## config.mk

```make
export PLATFORM = sky130hd
export DESIGN_NAME = nm_array_top_flat
export DESIGN_NICKNAME = d
export VERILOG_FILES = /design/src/rtl/nm_pkg.sv /design/src/rtl/nm_array_if.sv /design/src/rtl/nm_array_cluster.sv /design/src/rtl/nm_clk_gate.sv /design/src/rtl/nm_array_top.sv /design/src/flat_wrapper.sv
export SDC_FILE = /design/constraint.sdc
export NUM_CORES = 1
export LEC_CHECK = 0
export BUFFER_PORTS_ARGS = -buffer_cell sky130_fd_sc_hd__buf_2
export CAP_MARGIN = 0
export CORE_MARGIN = 10
export CORE_UTILIZATION = 58
export CTS_BUF_LIST = sky130_fd_sc_hd__clkbuf_4 sky130_fd_sc_hd__clkbuf_8 sky130_fd_sc_hd__clkbuf_16
export CTS_CLUSTER_SIZE = 12
export DETAILED_ROUTE_END_ITERATION = 16
export MAX_ROUTING_LAYER = met4
export PLACE_DENSITY = 0.8
export REMOVE_ABC_BUFFERS = 1
export SLEW_MARGIN = 20
export SYNTH_ARGS = -nofsm -noshare
export SYNTH_HDL_FRONTEND = slang
export SYNTH_SLANG_ARGS = --single-unit
```

## constraint.sdc

```tcl
create_clock -name G_CLK -period 2.2 [get_ports G_CLK]
set_input_delay 0.66 -clock G_CLK [delete_from_list [all_inputs] [get_ports G_CLK]]
set_output_delay 0.66 -clock G_CLK [all_outputs]
set_load 0.01 [all_outputs]
```

## src/rtl/nm_pkg.sv

```systemverilog
`default_nettype none
// ============================================================================
//  Module   : nm_pkg
//  Purpose  : Shared constants and types for the neuron-array top level:
//             host register codes, NSR bit positions, sequencer states and
//             the register map of the neuron-cluster model.
//  Revision : 1.0 - initial parametrised release
// ============================================================================
package nm_pkg;

  // Host-visible register codes handled by the top level
  localparam logic [3:0] NETWORK_STATUS = 4'hD;
  localparam logic [3:0] FORGET         = 4'hF;

  // Network Status Register bit positions
  localparam int NSR_UNC = 2;
  localparam int NSR_ID  = 3;
  localparam int NSR_SR  = 4;
  localparam int NSR_KNN = 5;

  // Cluster register map (decoded inside each cluster)
  localparam logic [3:0] CL_DELAY = 4'h1;  // write: {cluster idx[top nibble], ready delay[4:0]}
  localparam logic [3:0] CL_IDENT = 4'h2;  // read : each cluster clears its own index bit
  localparam logic [3:0] CL_LINES = 4'h3;  // write: [0] id claim, [1] learned (clears unclearn)
  localparam logic [3:0] CL_MODE  = 4'h4;  // read : [0] SR, [1] KNN as seen by the cluster

  // Host access sequencer states
  typedef enum logic [1:0] {
    ST_IDLE  = 2'd0,
    ST_ISSUE = 2'd1,
    ST_WAIT  = 2'd2,
    ST_HOLD  = 2'd3
  } seq_state_e;

endpackage
`default_nettype wire

```

## src/rtl/nm_array_if.sv

```systemverilog
`default_nettype none
// ============================================================================
//  Module   : nm_array_if
//  Purpose  : Host bus of the neuron array (chip select, data strobe,
//             register address, write/read data and ready).
//  Revision : 1.0 - initial parametrised release
// ============================================================================
interface nm_array_if #(
  parameter int DATA_W = 16
);
  logic              CS_l;
  logic              DS;
  logic              RW_l;
  logic [3:0]        REG;
  logic [DATA_W-1:0] DATA_IN;
  logic [DATA_W-1:0] DATA_OUT;
  logic              DATA_OE;
  logic              RDY;

  modport master (
    output CS_l, DS, RW_l, REG, DATA_IN,
    input  DATA_OUT, DATA_OE, RDY
  );

  modport slave (
    input  CS_l, DS, RW_l, REG, DATA_IN,
    output DATA_OUT, DATA_OE, RDY
  );
endinterface
`default_nettype wire

```

## src/rtl/nm_array_cluster.sv

```systemverilog
`default_nettype none
// ============================================================================
//  Module   : nm_array_cluster
//  Purpose  : Behavioural neuron-cluster model: programmable ready delay,
//             identity read-back, ID/UNC line drivers and a registered
//             daisy-chain stage.
//  Revision : 1.0 - initial parametrised release
// ============================================================================
module nm_array_cluster
  import nm_pkg::*;
#(
  parameter int DATA_W = 16,
  parameter int IDX    = 0
) (
  input  wire logic              clk,
  input  wire logic              rst_n,
  input  wire logic              reset_l,
  input  wire logic              ds,
  input  wire logic [3:0]        reg_sel,
  input  wire logic              read,
  input  wire logic [DATA_W-1:0] data_in,
  input  wire logic              sr,
  input  wire logic              knn,
  input  wire logic              oktolearn_in,
  input  wire logic              dci,
  output logic                   ready,
  output logic [DATA_W-1:0]      data_out,
  output logic                   id,
  output logic                   unclearn,
  output logic                   dco
);
  localparam logic [3:0] C_IDX = 4'(IDX);

  logic [4:0] delay_q, delay_d;
  logic [4:0] cnt_q, cnt_d;
  logic       id_q, id_d;
  logic       unc_q, unc_d;
  logic       dco_q, dco_d;
  logic       unused_data;

  assign unused_data = &{1'b0, data_in};

  // Next-state: busy countdown per access, register writes, sync clear
  always_comb begin
    delay_d = delay_q;
    id_d    = id_q;
    unc_d   = unc_q;
    dco_d   = dci;
    cnt_d   = (cnt_q != 5'd0) ? cnt_q - 5'd1 : cnt_q;
    if (ds) begin
      cnt_d = delay_q;
      if (!read) begin
        if (reg_sel == CL_DELAY && data_in[DATA_W-1 -: 4] == C_IDX) delay_d = data_in[4:0];
        if (reg_sel == CL_LINES) begin
          id_d  = data_in[0] & oktolearn_in;
          unc_d = ~data_in[1];
        end
      end
    end
    if (!reset_l) begin
      delay_d = 5'd0;
      cnt_d   = 5'd0;
      id_d    = 1'b0;
      unc_d   = 1'b1;
      dco_d   = 1'b0;
    end
  end

  // Cluster state registers
  always_ff @(posedge clk or negedge rst_n) begin
    if (!rst_n) begin
      delay_q <= 5'd0;
      cnt_q   <= 5'd0;
      id_q    <= 1'b0;
      unc_q   <= 1'b1;
      dco_q   <= 1'b0;
    end else begin
      delay_q <= delay_d;
      cnt_q   <= cnt_d;
      id_q    <= id_d;
      unc_q   <= unc_d;
      dco_q   <= dco_d;
    end
  end

  // Read mux; unaddressed registers return all-ones so the top can AND
  always_comb begin
    data_out = '1;
    if (reg_sel == CL_IDENT) begin
      data_out[IDX % DATA_W] = 1'b0;
    end else if (reg_sel == CL_MODE) begin
      data_out[0] = sr;
      data_out[1] = knn;
    end
  end

  assign ready    = (cnt_q == 5'd0);
  assign id       = id_q;
  assign unclearn = unc_q;
  assign dco      = dco_q;
endmodule
`default_nettype wire

```

## src/rtl/nm_clk_gate.sv

```systemverilog
`default_nettype none
// ============================================================================
//  Module   : nm_clk_gate
//  Purpose  : Glitch-free clock gate; the enable is captured by a latch that
//             is transparent only while the clock is low.
//  Revision : 1.0 - initial parametrised release
// ============================================================================
module nm_clk_gate (
  input  wire logic clk,
  input  wire logic en,
  output logic      gclk
);
  logic en_lat;

  // Enable may only change while clk is low, so gclk never gets a runt pulse
  always_latch begin
    if (!clk) en_lat <= en;
  end

  assign gclk = clk & en_lat;
endmodule
`default_nettype wire

```

## src/rtl/nm_array_top.sv

```systemverilog
`default_nettype none
// ============================================================================
//  Module   : nm_array_top
//  Purpose  : Neuron-array top: reset stretcher, standby clock gate, NSR,
//             registered host access sequencer and cluster aggregation.
//  Revision : 1.0 - initial parametrised release
// ============================================================================
module nm_array_top
  import nm_pkg::*;
#(
  parameter int NUM_CLUSTERS = 3,
  parameter int DATA_W       = 16,
  parameter int RESET_CYCLES = 256
) (
  input  wire logic  G_CLK,
  input  wire logic  G_RESET_l,
  nm_array_if.slave  host,
  input  wire logic  ID_l_IN,
  input  wire logic  UNC_l_IN,
  output logic       ID_l_OE,
  output logic       UNC_l_OE,
  input  wire logic  DCI,
  output logic       DCO
);
  localparam int CNT_W = (RESET_CYCLES > 1) ? $clog2(RESET_CYCLES) : 1;

  // Reset stretcher
  logic [CNT_W-1:0] rst_cnt_q, rst_cnt_d;
  logic             reset_done;

  // DS synchroniser, standby and NSR
  logic ds_s1_q, ds_s1_d, ds_s2_q, ds_s2_d, ds_prev_q, ds_prev_d;
  logic ds_rise;
  logic standby_q, standby_d;
  logic [DATA_W-1:0] nsr_q, nsr_d;

  // Sequencer
  seq_state_e        state_q;
  logic              rdy_q, data_oe_q, clu_ds_q, forget_q;
  logic [DATA_W-1:0] data_out_q, cap_data_q;
  logic [3:0]        cap_reg_q;
  logic              cap_read_q;

  // Cluster side
  logic                    cluster_clk, clu_reset_l, all_ready;
  logic [NUM_CLUSTERS-1:0] ready_v, id_v, unc_v;
  logic [NUM_CLUSTERS:0]   dc_v;
  logic [DATA_W-1:0]       data_v [NUM_CLUSTERS];
  logic [DATA_W-1:0]       agg_data;

  assign reset_done = (rst_cnt_q == '0);
  assign ds_rise    = ds_s2_q & ~ds_prev_q;

  // Count down to zero once the external reset is released
  always_comb begin
    rst_cnt_d = reset_done ? rst_cnt_q : rst_cnt_q - CNT_W'(1);
  end

  // Stretch counter reloads asynchronously whenever G_RESET_l is low
  always_ff @(posedge G_CLK or negedge G_RESET_l) begin
    if (!G_RESET_l) rst_cnt_q <= CNT_W'(RESET_CYCLES - 1);
    else            rst_cnt_q <= rst_cnt_d;
  end

  // Synchroniser, standby sampling (IDLE only) and NSR update
  always_comb begin
    ds_s1_d   = host.DS;
    ds_s2_d   = ds_s1_q;
    ds_prev_d = ds_s2_q;
    standby_d = (state_q == ST_IDLE) ? host.CS_l : standby_q;
    nsr_d          = nsr_q;
    nsr_d[NSR_ID]  = ~ID_l_IN;
    nsr_d[NSR_UNC] = ~UNC_l_IN;
    if (state_q == ST_ISSUE && !cap_read_q && cap_reg_q == NETWORK_STATUS) nsr_d = cap_data_q;
    if (!reset_done) begin
      ds_s1_d   = 1'b0;
      ds_s2_d   = 1'b0;
      ds_prev_d = 1'b0;
      standby_d = 1'b0;
      nsr_d     = '0;
    end
  end

  // Registers for synchroniser, standby and NSR
  always_ff @(posedge G_CLK or negedge G_RESET_l) begin
    if (!G_RESET_l) begin
      ds_s1_q   <= 1'b0;
      ds_s2_q   <= 1'b0;
      ds_prev_q <= 1'b0;
      standby_q <= 1'b0;
      nsr_q     <= '0;
    end else begin
      ds_s1_q   <= ds_s1_d;
      ds_s2_q   <= ds_s2_d;
      ds_prev_q <= ds_prev_d;
      standby_q <= standby_d;
      nsr_q     <= nsr_d;
    end
  end

  // Host access sequencer: one cluster cycle per DS pulse, registered outputs
  always_ff @(posedge G_CLK or negedge G_RESET_l) begin
    if (!G_RESET_l) begin
      state_q    <= ST_IDLE;
      rdy_q      <= 1'b0;
      data_oe_q  <= 1'b0;
      data_out_q <= '0;
      clu_ds_q   <= 1'b0;
      forget_q   <= 1'b0;
      cap_reg_q  <= 4'h0;
      cap_read_q <= 1'b0;
      cap_data_q <= '0;
    end else if (!reset_done) begin
      state_q    <= ST_IDLE;
      rdy_q      <= 1'b0;
      data_oe_q  <= 1'b0;
      data_out_q <= '0;
      clu_ds_q   <= 1'b0;
      forget_q   <= 1'b0;
      cap_reg_q  <= 4'h0;
      cap_read_q <= 1'b0;
      cap_data_q <= '0;
    end else begin
      clu_ds_q <= 1'b0;
      forget_q <= 1'b0;
      case (state_q)
        ST_IDLE: begin
          rdy_q <= 1'b1;
          if (ds_rise && !standby_q) begin
            cap_reg_q  <= host.REG;
            cap_read_q <= host.RW_l;
            cap_data_q <= host.DATA_IN;
            rdy_q      <= 1'b0;
            state_q    <= ST_ISSUE;
            // FORGET becomes a one-cycle synchronous cluster clear, not an access
            if (!host.RW_l && host.REG == FORGET) forget_q <= 1'b1;
            else                                  clu_ds_q <= 1'b1;
          end
        end
        ST_ISSUE: state_q <= ST_WAIT;
        ST_WAIT: begin
          if (all_ready) begin
            if (cap_read_q) data_out_q <= agg_data;
            data_oe_q <= cap_read_q;
            rdy_q     <= 1'b1;
            state_q   <= ST_HOLD;
          end
        end
        ST_HOLD: begin
          // Level test also releases HOLD when DS already fell during the access
          if (!ds_s2_q) begin
            data_oe_q <= 1'b0;
            state_q   <= ST_IDLE;
          end
        end
        default: state_q <= ST_IDLE;
      endcase
    end
  end

  assign clu_reset_l = reset_done & ~forget_q;

  nm_clk_gate u_clk_gate (
    .clk  (G_CLK),
    .en   (~standby_q),
    .gclk (cluster_clk)
  );

  assign dc_v[0] = DCI;

  generate
    for (genvar k = 0; k < NUM_CLUSTERS; k++) begin : g_cluster
      nm_array_cluster #(
        .DATA_W (DATA_W),
        .IDX    (k)
      ) u_cluster (
        .clk          (cluster_clk),
        .rst_n        (G_RESET_l),
        .reset_l      (clu_reset_l),
        .ds           (clu_ds_q),
        .reg_sel      (cap_reg_q),
        .read         (cap_read_q),
        .data_in      (cap_data_q),
        .sr           (nsr_q[NSR_SR]),
        .knn          (nsr_q[NSR_KNN]),
        .oktolearn_in (UNC_l_IN),
        .dci          (dc_v[k]),
        .ready        (ready_v[k]),
        .data_out     (data_v[k]),
        .id           (id_v[k]),
        .unclearn     (unc_v[k]),
        .dco          (dc_v[k+1])
      );
    end
  endgenerate

  // Wired-AND of cluster read data, masked by NSR when it is the target
  always_comb begin
    agg_data = (cap_reg_q == NETWORK_STATUS) ? nsr_q : '1;
    for (int k = 0; k < NUM_CLUSTERS; k++) agg_data = agg_data & data_v[k];
  end

  assign all_ready     = &ready_v;
  assign ID_l_OE       = (|id_v) & UNC_l_IN;
  assign UNC_l_OE      = ~(&unc_v);
  assign DCO           = dc_v[NUM_CLUSTERS];
  assign host.RDY      = rdy_q;
  assign host.DATA_OUT = data_out_q;
  assign host.DATA_OE  = data_oe_q;
endmodule
`default_nettype wire

```

## src/flat_wrapper.sv

```systemverilog
// flat-port wrapper written by rule: the top's interface ports become plain ports
module nm_array_top_flat import nm_pkg::*;
#(
  parameter int NUM_CLUSTERS = 3,
  parameter int DATA_W       = 16,
  parameter int RESET_CYCLES = 256
)
  (G_CLK, G_RESET_l, ID_l_IN, UNC_l_IN, ID_l_OE, UNC_l_OE, DCI, DCO, host_CS_l, host_DS, host_RW_l, host_REG, host_DATA_IN, host_DATA_OUT, host_DATA_OE, host_RDY);
  nm_array_if #(.DATA_W(DATA_W)) host_i ();
  input  wire logic G_CLK;
  input  wire logic G_RESET_l;
  input  wire logic ID_l_IN;
  input  wire logic UNC_l_IN;
  output logic ID_l_OE;
  output logic UNC_l_OE;
  input  wire logic DCI;
  output logic DCO;
  input wire logic [$bits(host_i.CS_l)-1:0] host_CS_l;
  input wire logic [$bits(host_i.DS)-1:0] host_DS;
  input wire logic [$bits(host_i.RW_l)-1:0] host_RW_l;
  input wire logic [$bits(host_i.REG)-1:0] host_REG;
  input wire logic [$bits(host_i.DATA_IN)-1:0] host_DATA_IN;
  output wire logic [$bits(host_i.DATA_OUT)-1:0] host_DATA_OUT;
  output wire logic [$bits(host_i.DATA_OE)-1:0] host_DATA_OE;
  output wire logic [$bits(host_i.RDY)-1:0] host_RDY;
  assign host_i.CS_l = host_CS_l;
  assign host_i.DS = host_DS;
  assign host_i.RW_l = host_RW_l;
  assign host_i.REG = host_REG;
  assign host_i.DATA_IN = host_DATA_IN;
  assign host_DATA_OUT = host_i.DATA_OUT;
  assign host_DATA_OE = host_i.DATA_OE;
  assign host_RDY = host_i.RDY;
  nm_array_top #(.NUM_CLUSTERS(NUM_CLUSTERS), .DATA_W(DATA_W), .RESET_CYCLES(RESET_CYCLES)) u_core (.G_CLK(G_CLK), .G_RESET_l(G_RESET_l), .host(host_i), .ID_l_IN(ID_l_IN), .UNC_l_IN(UNC_l_IN), .ID_l_OE(ID_l_OE), .UNC_l_OE(UNC_l_OE), .DCI(DCI), .DCO(DCO));
endmodule
```

==> qor.txt, run 1 <==
crit-path cells = inv_1 -> ha_1 -> nor4b_4 -> and4_2 -> nand2_2 -> o2bb2ai_1
RD Place Congestion = 0.788
pin count of the biggest net entering global routing = 38
Critical Path Start = u_core.g_cluster[1].u_cluster.cnt_q[0]
Worst Path Buf+Inv = 1
Layout area overhead = 16.1%
Via density = 5.80
Worst R2R Path Depth = 6
nets = 509
# DRC = 0
Vert. Die Dim = 111 um
initial antenna violation count = 0
Remaining Overflow, GRT = 0
Power, Total = 5.84 mW
CP max stage cell = dfrtp_1
worst-path maximum fanout = 13
CP peak stage delay = 0.41 ns
fraction of registers with async set/reset = 99.1%
Top FF cell, synth = dfrtp_1
element type at the critical path start = flip-flop
Post-Place Cells = 553
Slew HR = 63.8%
GRT Util Overall = 18.0%
DR iter-0 viols = 168
Worst Hold Class = input port to flip-flop
status = completed
Worst path top cell family by delay = simple AND/OR/NAND/NOR gates
Synth Register Bits = 107
setup violators final = 0
Hold Crit Endpoint = u_core.g_cluster[0].u_cluster.dco
worst r2r src = u_core.g_cluster[1].u_cluster.cnt_q[0]
Initial DRT Pass Iterations = 4
Non-Filler Instances = 582
Tcrit/Tclk final = 90.8%
die width = 111 um
Via Count = 3,376
Routed WL = 10,600 um
final-report max-slew violation count = 0
fraction of layout cells with a size suffix above 1 = 25.4%
RSZ-0062 raised after global routing = no
worst r2r dst = u_core.host.DATA_OUT[4]
crit path time final = 2.00 ns
post-DP HPWL = 7370 um
cell count after synthesis = 407
Routed Antenna Nets = 0
IO Port Bufs = 48
setup TNS = 0 ns
library cells used by synthesis = 55
row cnt = 32
Ant. Diodes = 0
area of the mapped netlist = 0.00476 mm^2
vias in the first global route = 3,488
type of the worst setup path = flip-flop to flip-flop
Clock Latency Late Sink = 0.64 ns
clock slew at reported path FFs = 0.09 ns
WHS = 0.235 ns
fill count = 566
f_max = 501 MHz
Worst R2R Setup Slack = 0.20 ns
Avg WL per Cell = 18.2 um
Total Die Area = 0.0122 mm^2
LEAKAGE = 2.84 nW
IO Pins = 49
core area = 0.00785 mm^2
Least-Margin Pin Slew = 0.538 ns
Critical Path Sink Type = flip-flop
final hold violation count = 0
# Max-Cap Violations = 0
Starting Density = 60.7%
CTS tree = built
WP data required = 2.68 ns
first-pass GRT wire length = 17,700 um
Worst VDD drop = 0.594 mV
crit path DAT = 2.48 ns
power density over cell area = 1060 mW/mm^2
hold path depth = 2
Clock Skew = 0.0953 ns
Synthesis Warnings = 0
Syn Area/Cell = 11.7 um^2
HP Start = DCI
EDFF count, synth = 0
==> stage by stage <==
| step | util (%) | setup WS [ns] | area (um^2) |
|---|---|---|---|
| 4_1_cts | 70.4 | 0.0548 | 5530 |
| 6_report | 70.5 | 0.203 | 5530 |
| 5_1_grt | 70.5 | 0.0208 | 5530 |
| 2_1_floorplan | - | -0.169 | 4650 |
| 3_5_place_dp | 65.9 | 0.0768 | 5170 |
| 3_3_place_gp | 65.9 | 0.152 | 5170 |
==> routing by layer <==
metal	vias to the layer above	part of all wire, %	track usage [%]
li1	1574	-	-
met1	1685	47	23.7
met2	100	47	25.8
met3	17	4.9	4.97
met4	0	1.6	7.43
met5	-	0	-
==> logic make-up after synthesis <==
family	Yosys count	share of synthesized area, %
latches	1	0.315
flip-flops	106	56.0
buffers and inverters	35	3.60
AO/OA/AOI/OAI	83	14.0
AND/OR/NAND/NOR	140	17.2
XOR/XNOR	13	2.39
multiplexers	20	4.23
adder cells (fa/ha/maj)	9	2.37
==> sequential cells by signal (all words and copies together), names as in the netlist, 2 cells and up <==
register                            count
u_core.cap_data_q                      16
u_core.cap_reg_q                        4
u_core.g_cluster.u_cluster.cnt_q       15
u_core.g_cluster.u_cluster.dco          3
u_core.g_cluster.u_cluster.delay_q     15
u_core.host.DATA_OUT                   16
u_core.nsr_q                           16
u_core.rst_cnt_q                        8
u_core.state_q                          2
==> cell usage in the layout (no fill, tap or decap), types with 3 or more instances in the layout <==
master,n
dfrtp_1,97
nor2_1,57
buf_2,47
a22o_1,38
clkbuf_8,20
mux2i_1,19
nand2_1,16
inv_1,15
o2bb2ai_1,15
buf_4,14
nor3_1,12
a21oi_1,10
xnor2_1,9
ha_1,9
dfstp_2,9
and2_1,7
and3_1,5
or2_2,5
nor3b_1,5
nor2b_1,4
xor2_1,4
a22oi_1,4
inv_6,4
nor4b_4,3
nand3_1,3
o22ai_1,3
a211oi_1,3
buf_12,3
==> cells in the mapped netlist (2+ instances only) <==
cell type,instances,area share [%]
a211oi_1,3,0.47
a21o_1,2,0.32
a21oi_1,10,1.1
a22o_1,38,7.0
a22oi_1,4,0.63
a32o_1,2,0.42
and2_1,8,1.1
and3_1,5,0.66
buf_2,8,0.84
buf_4,4,0.63
buf_6,2,0.47
clkbuf_1,5,0.39
dfrtp_1,97,51
dfstp_2,9,5.0
ha_1,9,2.4
inv_1,15,1.2
mux2i_1,19,4.0
nand2_1,16,1.3
nand2b_1,2,0.26
nand3_1,3,0.32
nand3b_1,2,0.32
nand4b_1,2,0.37
nor2_1,57,4.5
nor2_2,2,0.26
nor2b_1,4,0.53
nor3_1,12,1.3
nor3b_1,5,0.79
nor4b_4,3,1.5
o21ai_0,2,0.21
o22ai_1,3,0.39
o2bb2ai_1,15,2.8
or2_2,5,0.66
xnor2_1,9,1.7
xor2_1,4,0.74
==> worst max-delay path by stage <==
stage          slack, ns  cells after the start                                        to
2_1_floorplan      -0.17                      4  u_core.g_cluster[0].u_cluster.delay_q[0]
3_3_place_gp        0.15                      6                           u_core.nsr_q[4]
3_5_place_dp        0.08                      6                          u_core.nsr_q[10]
4_1_cts             0.05                      6                          u_core.nsr_q[15]
5_1_grt             0.02                      6                   u_core.host.DATA_OUT[0]
6_report            0.20                      6                   u_core.host.DATA_OUT[4]
==> timing repair <==
item | in CTS | in global routing
setup endpoints to repair | 0 | 14
setup buffers | 0 | 0
hold buffers | 1 | 0
hold endpoints to repair | 23 | 0
gates resized for setup | 0 | 1
==> worst reg2reg max path, stage by stage, from the launching register on <==
cell and delay [ns]:
dfrtp_1 0.41, inv_1 0.07, ha_1 0.20, nor4b_4 0.32, and4_2 0.40, nand2_2 0.21, o2bb2ai_1 0.23
==> power by group <==
part | internal, mW | switching (mW) | total (mW)
sequential | 2.27 | 0.485 | 2.76
combinational | 0.803 | 0.702 | 1.50
clock | 0.817 | 0.766 | 1.58
==> final cells by class <==
cell class / instances / area, um^2 / area share [%]
Clock inverter: 7 / 61.3 / 1.11
Clock buffer: 21 / 283 / 5.11
Tap cell: 102 / 128 / 2.31
Sequential cell: 107 / 2680 / 48.4
Inverter: 15 / 56.3 / 1.02
Timing Repair Buffer: 65 / 410 / 7.42
Multi-Input combinational cell: 265 / 1910 / 34.6
Note: power is estimated with default switching activity, not from simulation.
==> inputs of run 2 (changes only) <==
--- a/config.mk
+++ b/config.mk
@@ -5,10 +5,11 @@
 export SDC_FILE = /design/constraint.sdc
 export NUM_CORES = 1
 export LEC_CHECK = 0
+export ABC_AREA = 1
 export BUFFER_PORTS_ARGS = -buffer_cell sky130_fd_sc_hd__buf_2
 export CAP_MARGIN = 0
 export CORE_MARGIN = 10
-export CORE_UTILIZATION = 58
+export CORE_UTILIZATION = 59
 export CTS_BUF_LIST = sky130_fd_sc_hd__clkbuf_4 sky130_fd_sc_hd__clkbuf_8 sky130_fd_sc_hd__clkbuf_16
 export CTS_CLUSTER_SIZE = 12
 export DETAILED_ROUTE_END_ITERATION = 16
==> qor.txt, run 2 <==
Post-synth top cells = 97 x dfrtp_1, 90 x inv_1, 66 x nand2_1
Syn Area/Cell = 9.26 um^2
IO Pins = 49
Worst Hold Class = input port to flip-flop
CP max stage cell = nand4_2
Synthesis Warnings = 0
worst r2r src = u_core.g_cluster[1].u_cluster.cnt_q[0]
Via Count = 4,114
post-synth top area share = 47.5%
Clock Latency Late Sink = 0.64 ns
RD Place Congestion = 0.882
Tcrit/Tclk final = 93.4%
die width = 113 um
library cells used by synthesis = 37
ranking of synthesized cells by area = dfrtp_1 48%, inv_1 6.6%, nand3_1 6.1%
Vert. Die Dim = 113 um
RSZ-0062 raised after global routing = no
final-report max-slew violation count = 0
row cnt = 33
Total Die Area = 0.0128 mm^2
HP Start = DCI
Ant. Diodes = 0
fraction of layout cells with a size suffix above 1 = 22.5%
status = completed
post-route setup slack = 0.145 ns
Top FF cell, synth = dfrtp_1
commonest cells after routing, fill and taps aside = 124 x inv_1, 97 x dfrtp_1, 66 x nand2_1
Slew HR = 62.7%
core area = 0.00830 mm^2
leading area contributor after synthesis = dfrtp_1
initial antenna violation count = 0
Layout area overhead = 16.3%
nets = 682
Clock Skew = 0.0853 ns
LEAKAGE = 3.24 nW
post-DP HPWL = 8120 um
Critical Path Sink Type = flip-flop
final hold violation count = 0
commonest non-fill, non-tap cell in the layout = inv_1
area of the mapped netlist = 0.00510 mm^2
worst-path maximum fanout = 16
CP peak stage delay = 0.44 ns
Critical Path Start = u_core.g_cluster[1].u_cluster.cnt_q[0]
Via density = 5.43
WHS = 0.237 ns
setup TNS = 0 ns
setup violators final = 0
Remaining Overflow, GRT = 0
Worst VDD drop = 0.660 mV
Least-Margin Pin Slew = 0.558 ns
post-place setup slack = 0.137 ns
Worst Path Buf+Inv = 2
crit-path cells = inv_1 -> ha_1 -> nand3_1 -> inv_1 -> nand4_2 -> nand3_1 -> o21ai_0
power density over cell area = 1120 mW/mm^2
IO Port Bufs = 48
post-CTS setup buffers = 0
Routed WL = 12,000 um
clock slew at reported path FFs = 0.08 ns
crit path time final = 2.06 ns
f_max = 487 MHz
Initial DRT Pass Iterations = 5
Routed Antenna Nets = 0
# Max-Cap Violations = 0
Worst path top cell family by delay = simple AND/OR/NAND/NOR gates
vias in the first global route = 4,433
CTS tree = built
Starting Density = 61.5%
element type at the critical path start = flip-flop
crit path DAT = 2.50 ns
EDFF count, synth = 0
type of the worst setup path = flip-flop to flip-flop
Avg WL per Cell = 15.8 um
cell count after synthesis = 551
GRT Util Overall = 19.9%
WP data required = 2.64 ns
most frequent cell after synthesis = dfrtp_1
Synth Register Bits = 107
first-pass GRT wire length = 20,200 um
DR iter-0 viols = 282
pin count of the biggest net entering global routing = 35
# DRC = 0
fraction of registers with async set/reset = 99.1%
## run 2: per-layer routing
metal  wire (um)  part of all wire, %  global-route usage, %  up-vias
li1            -                    -                      -     1978
met1        4840                   40                   21.3     1975
met2        6140                   51                   32.1      131
met3         679                  5.7                   6.44       30
met4         299                  2.5                   10.7        0
met5           0                    0                      -        -
## run 2: area by class of cell
type	instances	area, um^2
timing repair buffer	59	353
clock inverter	45	245
sequential	107	2680
inverter	94	358
tap	105	131
multi-input combinational	330	1930
fill	606	2360
clock buffer	18	248
## run 2: what timing repair did
action	in CTS	in global routing
endpoints found under the hold margin	13	0
resized for setup	0	2
hold buffers	1	0
endpoints found under the setup margin	0	19
## run 2: power breakdown
part	switching (mW)	internal [mW]	total, mW
Sequential	0.346	2.37	2.72
Clock	0.927	1.04	1.96
Combinational	1.19	0.776	1.96
## run 2: final timing paths
| check | endpoint | slack, ns | depth (start not counted) |
|---|---|---|---|
| max | u_core.host.DATA_OUT[10] | 0.14 | 7 |
| min | u_core.g_cluster[0].u_cluster.dco | 0.24 | 3 |
| max reg2reg | u_core.host.DATA_OUT[10] | 0.14 | 7 |
| min reg2reg | u_core.g_cluster[1].u_cluster.dco | 0.47 | 2 |
| max in group gated | clock gate | 0.26 | 0 |
| max in group asynchronous | u_core.rst_cnt_q[3] | 0.95 | 3 |
| min in group asynchronous | u_core.g_cluster[0].u_cluster.cnt_q[4] | 0.51 | 2 |
| min in group gated | clock gate | 0.65 | 0 |
## run 2: kinds of logic after synthesis
kind of cell	after synthesis	share of synthesized area [%]
latches	1	0.294
XOR/XNOR	8	1.37
multiplexers	4	0.784
AND/OR/NAND/NOR	205	19.2
buffers and inverters	114	9.95
AO/OA/AOI/OAI	104	14.0
flip-flops	106	52.2
adder cells (fa/ha/maj)	9	2.21
## run 2: metrics by stage
step / instance area (um^2) / power (mW) / utilization, % / std cells
final: 5940 / 6.65 / 71.6 / 758
after global routing: 5940 / 7.10 / 71.6 / 758
after CTS: 5930 / 6.66 / 71.4 / 758
after detailed placement: 5430 / 4.75 / 65.4 / 695
after global placement: 5430 / 4.62 / 65.4 / 695
after floorplan: 4960 / 4.19 / - / 532
## run 2: worst reg2reg max path: cells and delay by family, from the launching register on
| family | cells | cell delay [ns] |
|---|---|---|
| buf+inv | 2 | 0.25 |
| flops | 1 | 0.40 |
| simple gates | 3 | 0.88 |
| fa+ha+maj | 1 | 0.21 |
| compound gates | 1 | 0.12 |
